$ cat src/rtl/dram_wr_buf_pkg.sv
// Shared DRAM access codes and the store-buffer entry layout.
// Used by dram_wr_buf and its lane-alignment helper.
package dram_wr_buf_pkg;

  localparam int WR_XLEN = 32;

  localparam logic [2:0] DRAM_RD_B  = 3'd1;
  localparam logic [2:0] DRAM_RD_BU = 3'd2;
  localparam logic [2:0] DRAM_RD_H  = 3'd3;
  localparam logic [2:0] DRAM_RD_HU = 3'd4;
  localparam logic [2:0] DRAM_RD_W  = 3'd5;

  localparam logic [2:0] DRAM_WR_B  = 3'd1;
  localparam logic [2:0] DRAM_WR_H  = 3'd2;
  localparam logic [2:0] DRAM_WR_W  = 3'd3;

  typedef struct packed {
    logic [WR_XLEN-1:0] addr;
    logic [WR_XLEN-1:0] data;
    logic [3:0]         be;
  } wr_entry_t;

endpackage

$ cat src/rtl/dram_wr_buf_wr_lane_align.sv
// Combinational store lane alignment: replicates store data across byte lanes
// and produces byte enables plus a misalignment flag for valid width codes.
module wr_lane_align
  import dram_wr_buf_pkg::*;
(
  input  logic [2:0]  sel_i,
  input  logic [1:0]  addr_i,
  input  logic [31:0] data_i,
  output logic [31:0] data_o,
  output logic [3:0]  be_o,
  output logic        sel_ok_o,
  output logic        misalign_o
);

  always_comb begin
    data_o     = data_i;
    be_o       = 4'b0000;
    sel_ok_o   = 1'b0;
    misalign_o = 1'b0;
    case (sel_i)
      DRAM_WR_B: begin
        sel_ok_o = 1'b1;
        data_o   = {4{data_i[7:0]}};
        be_o     = 4'b0001 << addr_i;
      end
      DRAM_WR_H: begin
        sel_ok_o   = 1'b1;
        data_o     = {2{data_i[15:0]}};
        be_o       = 4'b0011 << addr_i;
        misalign_o = addr_i[0];
      end
      DRAM_WR_W: begin
        sel_ok_o   = 1'b1;
        be_o       = 4'b1111;
        misalign_o = (addr_i != 2'b00);
      end
      default: ;
    endcase
  end

endmodule

$ cat src/rtl/dram_wr_buf.sv
// Store write buffer: aligns SB/SH/SW requests into byte lanes, queues them in
// a small FIFO and drains them to data RAM. Optional DRAM_WR_BUF_BYPASS_EN.
module dram_wr_buf
  import dram_wr_buf_pkg::*;
#(
  parameter int XLEN  = 32,
  parameter int DEPTH = 4
) (
  input  logic            clk_i,
  input  logic            rst_n_i,
  input  logic            dram_wr_en_i,
  input  logic [2:0]      dram_wr_sel_i,
  input  logic [XLEN-1:0] dram_wr_addr_i,
  input  logic [XLEN-1:0] dram_wr_data_i,
  output logic            dram_wr_full_o,
  output logic            dram_wr_busy_o,
  output logic            dram_wr_misalign_o,
  output logic            mem_wr_valid_o,
  input  logic            mem_wr_ready_i,
  output logic [XLEN-1:0] mem_wr_addr_o,
  output logic [XLEN-1:0] mem_wr_data_o,
  output logic [3:0]      mem_wr_byte_en_o
);

  localparam int PW = $clog2(DEPTH);
  localparam logic [PW-1:0] PTR_ONE = 1;
  localparam logic [PW:0]   CNT_ONE = 1;
  localparam logic [PW:0]   CNT_FULL = DEPTH[PW:0];

  // Handshake: an entry transfers on any edge where mem_wr_valid_o && mem_wr_ready_i.
  logic [PW-1:0] wr_ptr_q, wr_ptr_d, rd_ptr_q, rd_ptr_d;
  logic [PW:0]   cnt_q, cnt_d;
  logic          misalign_q, misalign_d;
  wr_entry_t     mem_q [DEPTH];
  wr_entry_t     mem_d [DEPTH];
  wr_entry_t     last_q, last_d;

  logic [31:0] al_data;
  logic [3:0]  al_be;
  logic        al_ok, al_mis;
  wr_entry_t   new_ent, out_ent;
  logic        full, empty, accept, byp, valid, fifo_deq, enq;

  wr_lane_align u_align (
    .sel_i      (dram_wr_sel_i),
    .addr_i     (dram_wr_addr_i[1:0]),
    .data_i     (dram_wr_data_i),
    .data_o     (al_data),
    .be_o       (al_be),
    .sel_ok_o   (al_ok),
    .misalign_o (al_mis)
  );

  assign new_ent = '{addr: {dram_wr_addr_i[XLEN-1:2], 2'b00}, data: al_data, be: al_be};
  assign full    = (cnt_q == CNT_FULL);
  assign empty   = (cnt_q == '0);
  // Full comes from the registered count only, so ready never reaches it.
  assign accept  = dram_wr_en_i & al_ok & ~al_mis & ~full;

`ifdef DRAM_WR_BUF_BYPASS_EN
  assign byp = accept & empty;
`else
  assign byp = 1'b0;
`endif

  always_comb begin
    out_ent  = last_q;
    valid    = 1'b0;
    if (!empty) begin
      out_ent = mem_q[rd_ptr_q];
      valid   = 1'b1;
    end else if (byp) begin
      out_ent = new_ent;
      valid   = 1'b1;
    end
    fifo_deq = ~empty & mem_wr_ready_i;
    enq      = accept & ~(byp & mem_wr_ready_i);

    mem_d = mem_q;
    if (enq) mem_d[wr_ptr_q] = new_ent;

    wr_ptr_d = wr_ptr_q;
    rd_ptr_d = rd_ptr_q;
    cnt_d    = cnt_q;
    if (enq)      wr_ptr_d = wr_ptr_q + PTR_ONE;
    if (fifo_deq) rd_ptr_d = rd_ptr_q + PTR_ONE;
    if (enq && !fifo_deq)      cnt_d = cnt_q + CNT_ONE;
    else if (!enq && fifo_deq) cnt_d = cnt_q - CNT_ONE;

    // Remember what was last presented so the bus holds it once empty.
    last_d     = valid ? out_ent : last_q;
    misalign_d = dram_wr_en_i & al_mis;
  end

  always_ff @(posedge clk_i or negedge rst_n_i) begin
    if (!rst_n_i) begin
      wr_ptr_q   <= '0;
      rd_ptr_q   <= '0;
      cnt_q      <= '0;
      misalign_q <= 1'b0;
      last_q     <= '0;
    end else begin
      wr_ptr_q   <= wr_ptr_d;
      rd_ptr_q   <= rd_ptr_d;
      cnt_q      <= cnt_d;
      misalign_q <= misalign_d;
      last_q     <= last_d;
    end
  end

  always_ff @(posedge clk_i) begin
    mem_q <= mem_d;
  end

  assign dram_wr_full_o     = full;
  assign dram_wr_busy_o     = ~empty;
  assign dram_wr_misalign_o = misalign_q;
  assign mem_wr_valid_o     = valid;
  assign mem_wr_addr_o      = out_ent.addr;
  assign mem_wr_data_o      = out_ent.data;
  assign mem_wr_byte_en_o   = out_ent.be;

endmodule

$ cat config.mk
export PLATFORM = sky130hd
export DESIGN_NAME = dram_wr_buf
export DESIGN_NICKNAME = d
export VERILOG_FILES = /design/src/rtl/dram_wr_buf_pkg.sv /design/src/rtl/dram_wr_buf_wr_lane_align.sv /design/src/rtl/dram_wr_buf.sv
export SDC_FILE = /design/constraint.sdc
export NUM_CORES = 1
export LEC_CHECK = 0
export CORE_ASPECT_RATIO = 1.25
export CORE_MARGIN = 3
export CORE_UTILIZATION = 40
export DETAILED_ROUTE_END_ITERATION = 6
export GPL_ROUTABILITY_DRIVEN = 0
export PLACE_DENSITY = 0.57
export SETUP_SLACK_MARGIN = 0.2
export SYNTH_ARGS = -nofsm -noshare
export SYNTH_HDL_FRONTEND = slang
export SYNTH_HIERARCHICAL = 1
export SYNTH_SLANG_ARGS = --single-unit
export TNS_END_PERCENT = 50
$ cat constraint.sdc
create_clock -name clk_i -period 6.3 [get_ports clk_i]
set_input_delay 0.945 -clock clk_i [delete_from_list [all_inputs] [get_ports clk_i]]
set_output_delay 0.945 -clock clk_i [all_outputs]
set_load 0.005 [all_outputs]
==> run metrics, run 1 <==
DR vias 7084; FF-to-FF Start cnt_q[1]; PostCTS Resize Cnt 0; crit-path cells buf_4, mux4_2, nand2_1, nand2_1, clkdlybuf4s50_1; Detailed Place HPWL ~17000 um; core footprint 33100 sq um; CP max stage delay 0.95 ns; Worst Path Max Fanout 40; die area 36100 sq um; Slew Limit Fails 0; pwr dens 454 nW/um^2; total wire length roughly 28000 um; endpoints failing hold 0; Reg power frac 0.414; initial antenna violation count 0; CP arrival 3.14 ns; Num Clock Sinks 340; CTS Root Buffer Type clkbuf_16; Net Sw Frac 0.281; CP required 5.35 ns; number of global-route vias before repair 7487; setup repair after global routing missed its margin false; IO buf count 142; WL/cell 19.5 um; total nets after synthesis 917; max cap viols 0; clock-pin slew on the worst setup and hold paths 0.06 ns; Cell Area, Synth 13500 sq um; Final nets roughly 1100; cts hold-fix bufs 0; worst reg2reg endpoint cnt_q[2]; clk_lat worst skew 0.50 ns; global-route wire length before repair 43000 um; Die Ht 212 um; Leak 6.09 nW; 1st-iter DRT viols 448; worst min-delay path class in2async; antenna viol nets, final 0; Clk network pwr share 0.280; CP top delay family flip-flops; Setup Total Neg Slack 0 ns; initial core utilization 0.410; Layout area overhead 21.1%; min cycle time layout 4.08 ns; Pint roughly 5.4 mW; Max Root-Sink Buffers 3; post-CTS setup buffers 0; Max Clock Skew 0.0114 ns; boundary pin count between 100 and 150; ant diodes 0; Bufs and invs on worst path 2; fmax 245 MHz; sequential area share after synthesis 0.726; DRC violations left 0; CTS tree built; Tcrit/Tclk final 0.648; slowest cell on the critical path dfrtp_4; R2R setup slack 3.29 ns; std cell rows 74; final core occ 0.496; H-tree depth 2; largest net degree at the start of global routing 71; CP startpoint kind flop; Num CTS Buffers 35; DIE WIDTH 171 um; worst-case reg-to-reg path depth 10; drt first pass iters 5; synthesized flop and latch total 340; Syn Inst Count 840; grt ovf 0; layout cells sized above 1 0.154; Worst-Margin Slew between 1 and 1.5 ns; Setup-failing EPs final 0; Net Sw Power between 2 and 2.5 mW; status finished clean; Setup crit end kind output pin; maximum VDD drop 236 uV; kind of critical path reg2out; Combinational Power Share 0.307; Synth warnings 6; Avg Inst Size Synth 16.1 sq um; post-synthesis cell type count 35; most frequent CP cell nand2_1; slew margin rel. 0.286; GRT Util Overall 0.156; average vias per placed instance 4.99
[metrics by stage]
step                      hold slack [ns]  instances  cell area, sq um  power (mW)  setup WS, ns
after global routing                0.393       1421             16400        7.89          1.94
after detailed placement            0.449       1360             15200        5.48          2.37
after floorplan                     0.433        840             13500        4.40          2.39
after global placement              0.442       1360             15200        5.46          2.40
final                               0.371       1421             16400        7.45          2.22
after CTS                           0.385       1421             16400        7.59          2.07
[power by group through the flow]
stage | Sequential, mW | Combinational [mW] | Clock (mW)
after floorplan | 2.93 | 1.47 | 0
after global placement | 3.14 | 2.32 | 0
after detailed placement | 3.15 | 2.34 | 0
after CTS | 3.10 | 2.35 | 2.14
after global routing | 3.14 | 2.53 | 2.22
final | 3.08 | 2.28 | 2.08
[cell usage in the layout (no fill, tap or decap), drive strengths merged, types with 2 or more instances in the layout]
cell type,n
inv,5
mux4,66
a21oi,13
clkinv,10
and2,9
clkdlybuf4s50,141
clkbuf,45
bufinv,5
dfrtp,76
o32a,8
xor2,2
nand2,267
nor3b,2
xnor2,4
o21ai,4
buf,9
nor2b,2
o211a,8
nand2b,11
edfxtp,264
mux2,18
ha,5
nor2,22
nor3,2
[state kept, by name, indices dropped and copies added, names as in the netlist]
| name | count |
|---|---|
| cnt_q | 3 |
| dram_wr_misalign_o | 1 |
| last_q | 68 |
| mem_q | 264 |
| rd_ptr_q | 2 |
| wr_ptr_q | 2 |
[cell families after synthesis]
family | after synthesis | synth area share
adder cells (fa/ha/maj) | 6 | 0.00610
XOR/XNOR | 6 | 0.00388
AO/OA/AOI/OAI | 35 | 0.0201
flip-flops | 340 | 0.726
AND/OR/NAND/NOR | 317 | 0.0948
buffers and inverters | 52 | 0.0242
multiplexers | 84 | 0.125
[cells in the mapped netlist, drive strengths merged]
cell type	count	area (sq um)
mux2	18	203
nand2b	11	76.3
edfxtp	264	7930
a22oi	1	7.51
mux4	66	1490
nand2	267	1000
o21ai	4	20.0
o211a	8	80.1
or2	1	6.26
ha	5	62.6
xnor2	4	35.0
xor2	2	17.5
and2	9	56.3
a21oi	13	76.3
nor2b	2	12.5
nor2	22	90.1
nand3	1	5.00
buf	34	260
nor3b	2	15.0
a21o	1	7.51
fa	1	20.0
nor3	2	20.0
dfrtp	76	1900
inv	4	15.0
o32a	8	80.1
clkbuf	14	52.6
[worst max-delay path by stage]
stage,startpoint,end,slack (ns),cells past startpoint
global route,rd_ptr_q[0],mem_wr_data_o[15],1.94,5
finish,rd_ptr_q[0],mem_wr_data_o[15],2.22,5
floorplan,dram_wr_sel_i[0],mem_q[0],2.39,7
detailed placement,dram_wr_sel_i[0],mem_q[189],2.37,5
global placement,dram_wr_sel_i[0],mem_q[176],2.40,6
CTS,rd_ptr_q[0],mem_wr_data_o[3],2.07,5
[area by class of cell]
| type | instances | area, sq um |
|---|---|---|
| Inverter | 4 | 15.0 |
| Multi-Input combinational cell | 448 | 3400 |
| Fill cell | 2803 | 16700 |
| Tap cell | 418 | 523 |
| Clock inverter | 16 | 203 |
| Timing Repair Buffer | 150 | 1480 |
| Clock buffer | 45 | 943 |
| Sequential cell | 340 | 9840 |
[layer usage]
metal / part of all wire / track usage
met3: 0.048 / 0.0293
met5: 0 / 0
met2: 0.50 / 0.268
met4: 0.020 / 0.0403
met1: 0.43 / 0.205
Note: power is estimated with default switching activity, not from simulation.
==> run 2, diff against run 1 <==
==> constraint.sdc (replaced) <==
create_clock -name clk_i -period 4.24 [get_ports clk_i]
set_input_delay 0.636 -clock clk_i [delete_from_list [all_inputs] [get_ports clk_i]]
set_output_delay 0.636 -clock clk_i [all_outputs]
set_load 0.005 [all_outputs]
==> run 2 against run 1 <==
  * Clock skew is 0.0091 ns higher
  * Die area stayed put
  * Critical path type unchanged
  * Clock power is 42% higher
  * Sequential power is 44% higher
  * Setup slack worse by 1.4 ns
  * Flip-flop and latch count stayed put
  * Critical path depth stayed put
  * First-iteration DRC count is 2.5% higher
  * Largest cell class unchanged
  * Non-clock buffer count is 10 higher
==> run metrics, run 2 (synthesis gave the netlist of run 1 again) <==
final std cells w/o fill 1434 (+0.91%); largest net degree at the start of global routing 71 (unchanged); CTS Root Buffer Type clkbuf_16; Detailed Place HPWL 18200 um (+9.8%); register bank with the most flops mem_q; layout cells sized above 1 0.167 (+0.0138); clk_lat worst skew 0.51 ns (about the same); Max Root-Sink Buffers 3 (unchanged); DRC violations left 0 (unchanged); slew margin rel. 0.420 (+0.134); average vias per placed instance 5.02 (+0.77%); DR vias 7204 (+1.7%); crit-path cells nor3_4, buf_4, nand2_1, nand2_1, clkdlybuf4s50_1; post-CTS setup buffers 0 (unchanged); GRT Util Overall 0.162 (+0.00587); Worst-Margin Slew 0.870 ns (-0.201 ns); WL met2 13900 um (-0.18%); slowest cell on the critical path buf_4; boundary pin count 143 (unchanged); drt first pass iters 4 (-1); PostCTS Resize Cnt 0 (unchanged); metal1 wirelength 12800 um (+7.8%); antenna viol nets, final 0 (unchanged); setup repair after global routing missed its margin false; CP required 3.60 ns (-1.75 ns); initial antenna violation count 0 (unchanged); Layout area overhead 22.2%; Setup Total Neg Slack 0 ns (unchanged); number of global-route vias before repair 7555 (+0.91%); clock-pin slew on the worst setup and hold paths 0.07 ns (about the same); Num CTS Buffers 36 (+2.9%); Worst Path Max Fanout 70 (+75%); IO buf count 142 (unchanged); DR top layer met4; core footprint 33100 sq um (unchanged); CP startpoint kind flop; cts hold-fix bufs 0 (unchanged); H-tree depth 2 (unchanged); most common cell after layout, fill and taps aside nand2_1; met3 WL 1310 um (-1.1%); filler cell count 2781 (-0.78%); CTS tree built; total wire length 28700 um (+3.3%); kind of critical path reg2out; min cycle time layout 3.38 ns; max FFs per register 264 (unchanged); CP max stage delay 0.72 ns (-0.23 ns); Num Clock Sinks 340 (unchanged); Die Ht 212 um (unchanged); maximum VDD drop 314 uV (+33%); Final nets 1067 (+1.0%); most frequent CP cell nand2_1; max cap viols 0 (unchanged); post-placement cell count 1370 (+0.74%); Regs by FF count mem_q x264, last_q x68, cnt_q x3; Setup-failing EPs final 0 (unchanged); Slew Limit Fails 0 (unchanged); DIE WIDTH 171 um (unchanged); ant diodes 0 (unchanged); grt ovf 0 (unchanged); die area 36100 sq um (unchanged); Leak 6.16 nW (+1.1%); total power 11.0 mW (+48%); cell count along the critical path 5 (unchanged); status finished clean; Max Clock Skew 0.0205 ns (+0.00908 ns); CP top delay family buffers and inverters; Tcrit/Tclk final 0.796; CP arrival 2.74 ns (-0.40 ns); Hold WS 0.187 ns (-0.184 ns); 1st-iter DRT viols 459 (+2.5%); endpoints failing hold 0 (unchanged); WL/cell 20.0 um (+2.4%); final core occ 0.500 (+0.00428); worst min-delay path class in2async; Setup crit end kind output pin; Bufs and invs on worst path 2 (unchanged); initial core utilization 0.410 (unchanged); worst-case reg-to-reg path depth 8 (-2); global-route wire length before repair 44400 um (+3.3%); fmax a little under 300 MHz; commonest cells after routing, fill and taps aside nand2_1 (267), edfxtp_1 (264), clkdlybuf4s50_1 (141); pwr dens 668 nW/um^2 (+47%); std cell rows 74 (unchanged)
==> run 2: final cells by class <==
| type | instances | area [sq um] | area share |
|---|---|---|---|
| Tap cell | 418 | 523 | 0.0316 |
| Multi-Input combinational cell | 448 | 3400 | 0.205 |
| Clock inverter | 23 | 171 | 0.0104 |
| Sequential cell | 340 | 9840 | 0.595 |
| Inverter | 4 | 15.0 | 0.000908 |
| Clock buffer | 41 | 941 | 0.0569 |
| Timing Repair Buffer | 160 | 1650 | 0.100 |
==> run 2: final timing paths <==
| kind | end | start | slack, ns |
|---|---|---|---|
| max | mem_wr_data_o[28] | cnt_q[1] | 0.86 |
| min | last_q[19] | rst_n_i | 0.19 |
| max reg2reg | cnt_q[1] | cnt_q[0] | 1.50 |
| min reg2reg | last_q[7] | last_q[7] | 0.46 |
| max in group asynchronous | last_q[53] | rst_n_i | 3.15 |
| min in group clk_i | last_q[7] | last_q[7] | 0.46 |
==> run 2: metrics by stage <==
stage               area [sq um]  setup WS (ns)
CTS                        16500          0.767
global route               16500          0.640
floorplan                  13500          0.642
global placement           15400           1.15
detailed placement         15400           1.12
finish                     16500          0.865
==> run 2: routing by layer <==
layer  up-vias  GRT usage
li1       3365          -
met1      3599      0.227
met2       196      0.264
met3        44     0.0275
met4         0     0.0448
met5         -          0
==> run 2: report_power, final <==
group / leakage [nW] / internal [mW] / switching (mW)
combinational: 2.32 / 1.96 / 1.68
sequential: 3.29 / 4.18 / 0.268
clock: 0.552 / 1.72 / 1.25
==> run 3, diff against run 2 <==
--- a/config.mk
+++ b/config.mk
@@ -10,7 +10,7 @@
 export CORE_UTILIZATION = 40
 export DETAILED_ROUTE_END_ITERATION = 6
 export GPL_ROUTABILITY_DRIVEN = 0
-export PLACE_DENSITY = 0.57
+export PLACE_DENSITY = 0.59
 export SETUP_SLACK_MARGIN = 0.2
 export SYNTH_ARGS = -nofsm -noshare
 export SYNTH_HDL_FRONTEND = slang
==> constraint.sdc (replaced) <==
create_clock -name clk_i -period 2.9 [get_ports clk_i]
set_input_delay 0.435 -clock clk_i [delete_from_list [all_inputs] [get_ports clk_i]]
set_output_delay 0.435 -clock clk_i [all_outputs]
set_load 0.005 [all_outputs]
==> run 3 against run 2 <==
  * Utilization increased by 3.1 points
  * Register-to-register slack got worse by 0.73 ns
  * Via count increased by 3.9%
  * Combinational power increased by 76%
  * Setup slack got worse by 0.76 ns
  * Final area increased by 6.2%
  * Routed wire length increased by 6.8%
  * Global-route usage increased by 1.2 points
  * Sequential share of layout area decreased by 3.5 points
  * Clock-buffer cell count increased by 11
  * Critical path depth increased by 1
  * Largest cell class unchanged
  * Largest power group is now combinational cells
  * Highest routed layer unchanged
==> run metrics, run 3 (synthesis gave the netlist of run 1 again) <==
status finished clean; Setup-failing EPs final 0 (unchanged); ant diodes 0 (unchanged); Max Clock Skew 0.0159 ns (-0.00465 ns); IO buf count 142 (unchanged); initial core utilization 0.410 (unchanged); initial antenna violation count 0 (unchanged); number of global-route vias before repair 7710 (+2.1%); max FFs per register 264 (unchanged); Detailed Place HPWL 18000 um (-1.3%); Num CTS Buffers 37 (+2.8%); DIE WIDTH 171 um (unchanged); DR vias 7486 (+3.9%); DRC violations left 0 (unchanged); Hold Startpoint last_q[66]; Setup crit start rd_ptr_q[0]; die area 36100 sq um (unchanged); Leak 6.88 nW (+12%); Die Ht 212 um (unchanged); maximum VDD drop 616 uV (+96%); CTS Root Buffer Type clkbuf_16; final core occ 0.531 (+0.0311); largest net degree at the start of global routing 50 (-30%); CP startpoint kind flop; Max Root-Sink Buffers 3 (unchanged); setup repair after global routing missed its margin true; FF-to-FF Start cnt_q[1]; average vias per placed instance 5.05 (+0.55%); grt ovf 0 (unchanged); Worst Path Max Fanout 5 (-93%); Worst-Margin Slew 0.693 ns (-0.177 ns); CTS tree built; endpoints failing hold 0 (unchanged); Layout area overhead 29.8%; pwr dens 1010 nW/um^2 (+51%); max cap viols 0 (unchanged); commonest cells after routing, fill and taps aside edfxtp_1 (264), nand2_1 (220), clkdlybuf4s50_1 (80); Num Clock Sinks 340 (unchanged); 1st-iter DRT viols 437 (-4.8%); H-tree depth 2 (unchanged); core footprint 33100 sq um (unchanged); Hold WS 0.456 ns (+0.269 ns); layout cells sized above 1 0.258 (+0.0902); antenna viol nets, final 0 (unchanged); Slew Limit Fails 0 (unchanged); min cycle time layout 2.80 ns; WL/cell 20.7 um (+3.3%); drt first pass iters 5 (+1); CP required 2.47 ns (-1.13 ns); Final nets 1113 (+4.3%); slew margin rel. 0.538 (+0.118); GRT Util Overall 0.173 (+0.0116); total wire length 30600 um (+6.8%); clk_lat worst skew 0.52 ns (about the same); most common cell after layout, fill and taps aside edfxtp_1; fmax about 360 MHz; Tcrit/Tclk final 0.964; std cell rows 74 (unchanged); kind of critical path reg2out; Setup crit end kind output pin; Regs by FF count mem_q x264, last_q x68, cnt_q x3; boundary pin count 143 (unchanged); register bank with the most flops mem_q; filler cell count 2706 (-2.7%); CP arrival 2.36 ns (-0.38 ns); worst min-delay path class reg2reg; clock-pin slew on the worst setup and hold paths 0.06 ns (about the same); global-route wire length before repair 46500 um (+4.8%)
## run 3: area by class of cell
cell class	count	area, sq um	area share
clock buffer	52	1070	0.0612
multi-input combinational	448	3510	0.200
clock inverter	15	231	0.0132
tap	418	523	0.0298
timing repair buffer	205	2360	0.135
inverter	4	20.0	0.00114
sequential	340	9840	0.560
## run 3: per-layer routing
metal / track usage / vias up / part of all wire
met5: 0 / - / 0
met4: 0.0479 / 0 / 0.022
met3: 0.0278 / 49 / 0.049
met2: 0.298 / 213 / 0.51
met1: 0.230 / 3756 / 0.42
li1: - / 3468 / -
## run 3: power by group
group | switching (mW) | internal [mW] | total, mW
logic | 2.96 | 3.45 | 6.42
registers | 0.282 | 6.12 | 6.40
clock network | 1.83 | 3.12 | 4.95
## run 3: stage by stage
stage | setup TNS [ns] | setup WS, ns | total power, mW | instance area, sq um | cells
after floorplan | -65.54 | -0.497 | 9.56 | 13500 | 840
after CTS | 0 | 0.0239 | 17.9 | 17400 | 1474
final | 0 | 0.105 | 17.8 | 17600 | 1482
after detailed placement | 0 | 0.234 | 12.2 | 15500 | 1377
after global placement | 0 | 0.263 | 12.1 | 15500 | 1377
after global routing | -0.00324 | -0.00194 | 18.8 | 17600 | 1482
## run 3: final timing paths
check / slack (ns) / end / cells after the start
worst max register to register: 0.77 / cnt_q[2] / 10
min in group asynchronous: 0.50 / last_q[3] / 2
worst min-delay path: 0.46 / last_q[66] / 2
worst min register to register: 0.46 / last_q[66] / 2
worst max-delay path: 0.10 / mem_wr_data_o[1] / 6
max in group asynchronous: 1.64 / cnt_q[0] / 3
## run 3: repair_timing
| action | CTS | global route |
|---|---|---|
| gates resized for setup | 125 | 41 |
| setup buffers | 21 | 7 |
| endpoints found under the hold margin | 19 | 0 |
| hold buffers | 1 | 0 |
| endpoints found under the setup margin | 68 | 63 |
| pin swaps | 18 | 3 |
| gates cloned | 8 | 1 |
## run 3: worst max-delay path, cell delays in order (launching register included)
cell	delay, ns
dfrtp_4	0.51
buf_12	0.15
buf_12	0.13
mux4_2	0.42
nand2_1	0.12
nand2_1	0.06
clkdlybuf4s50_1	0.45
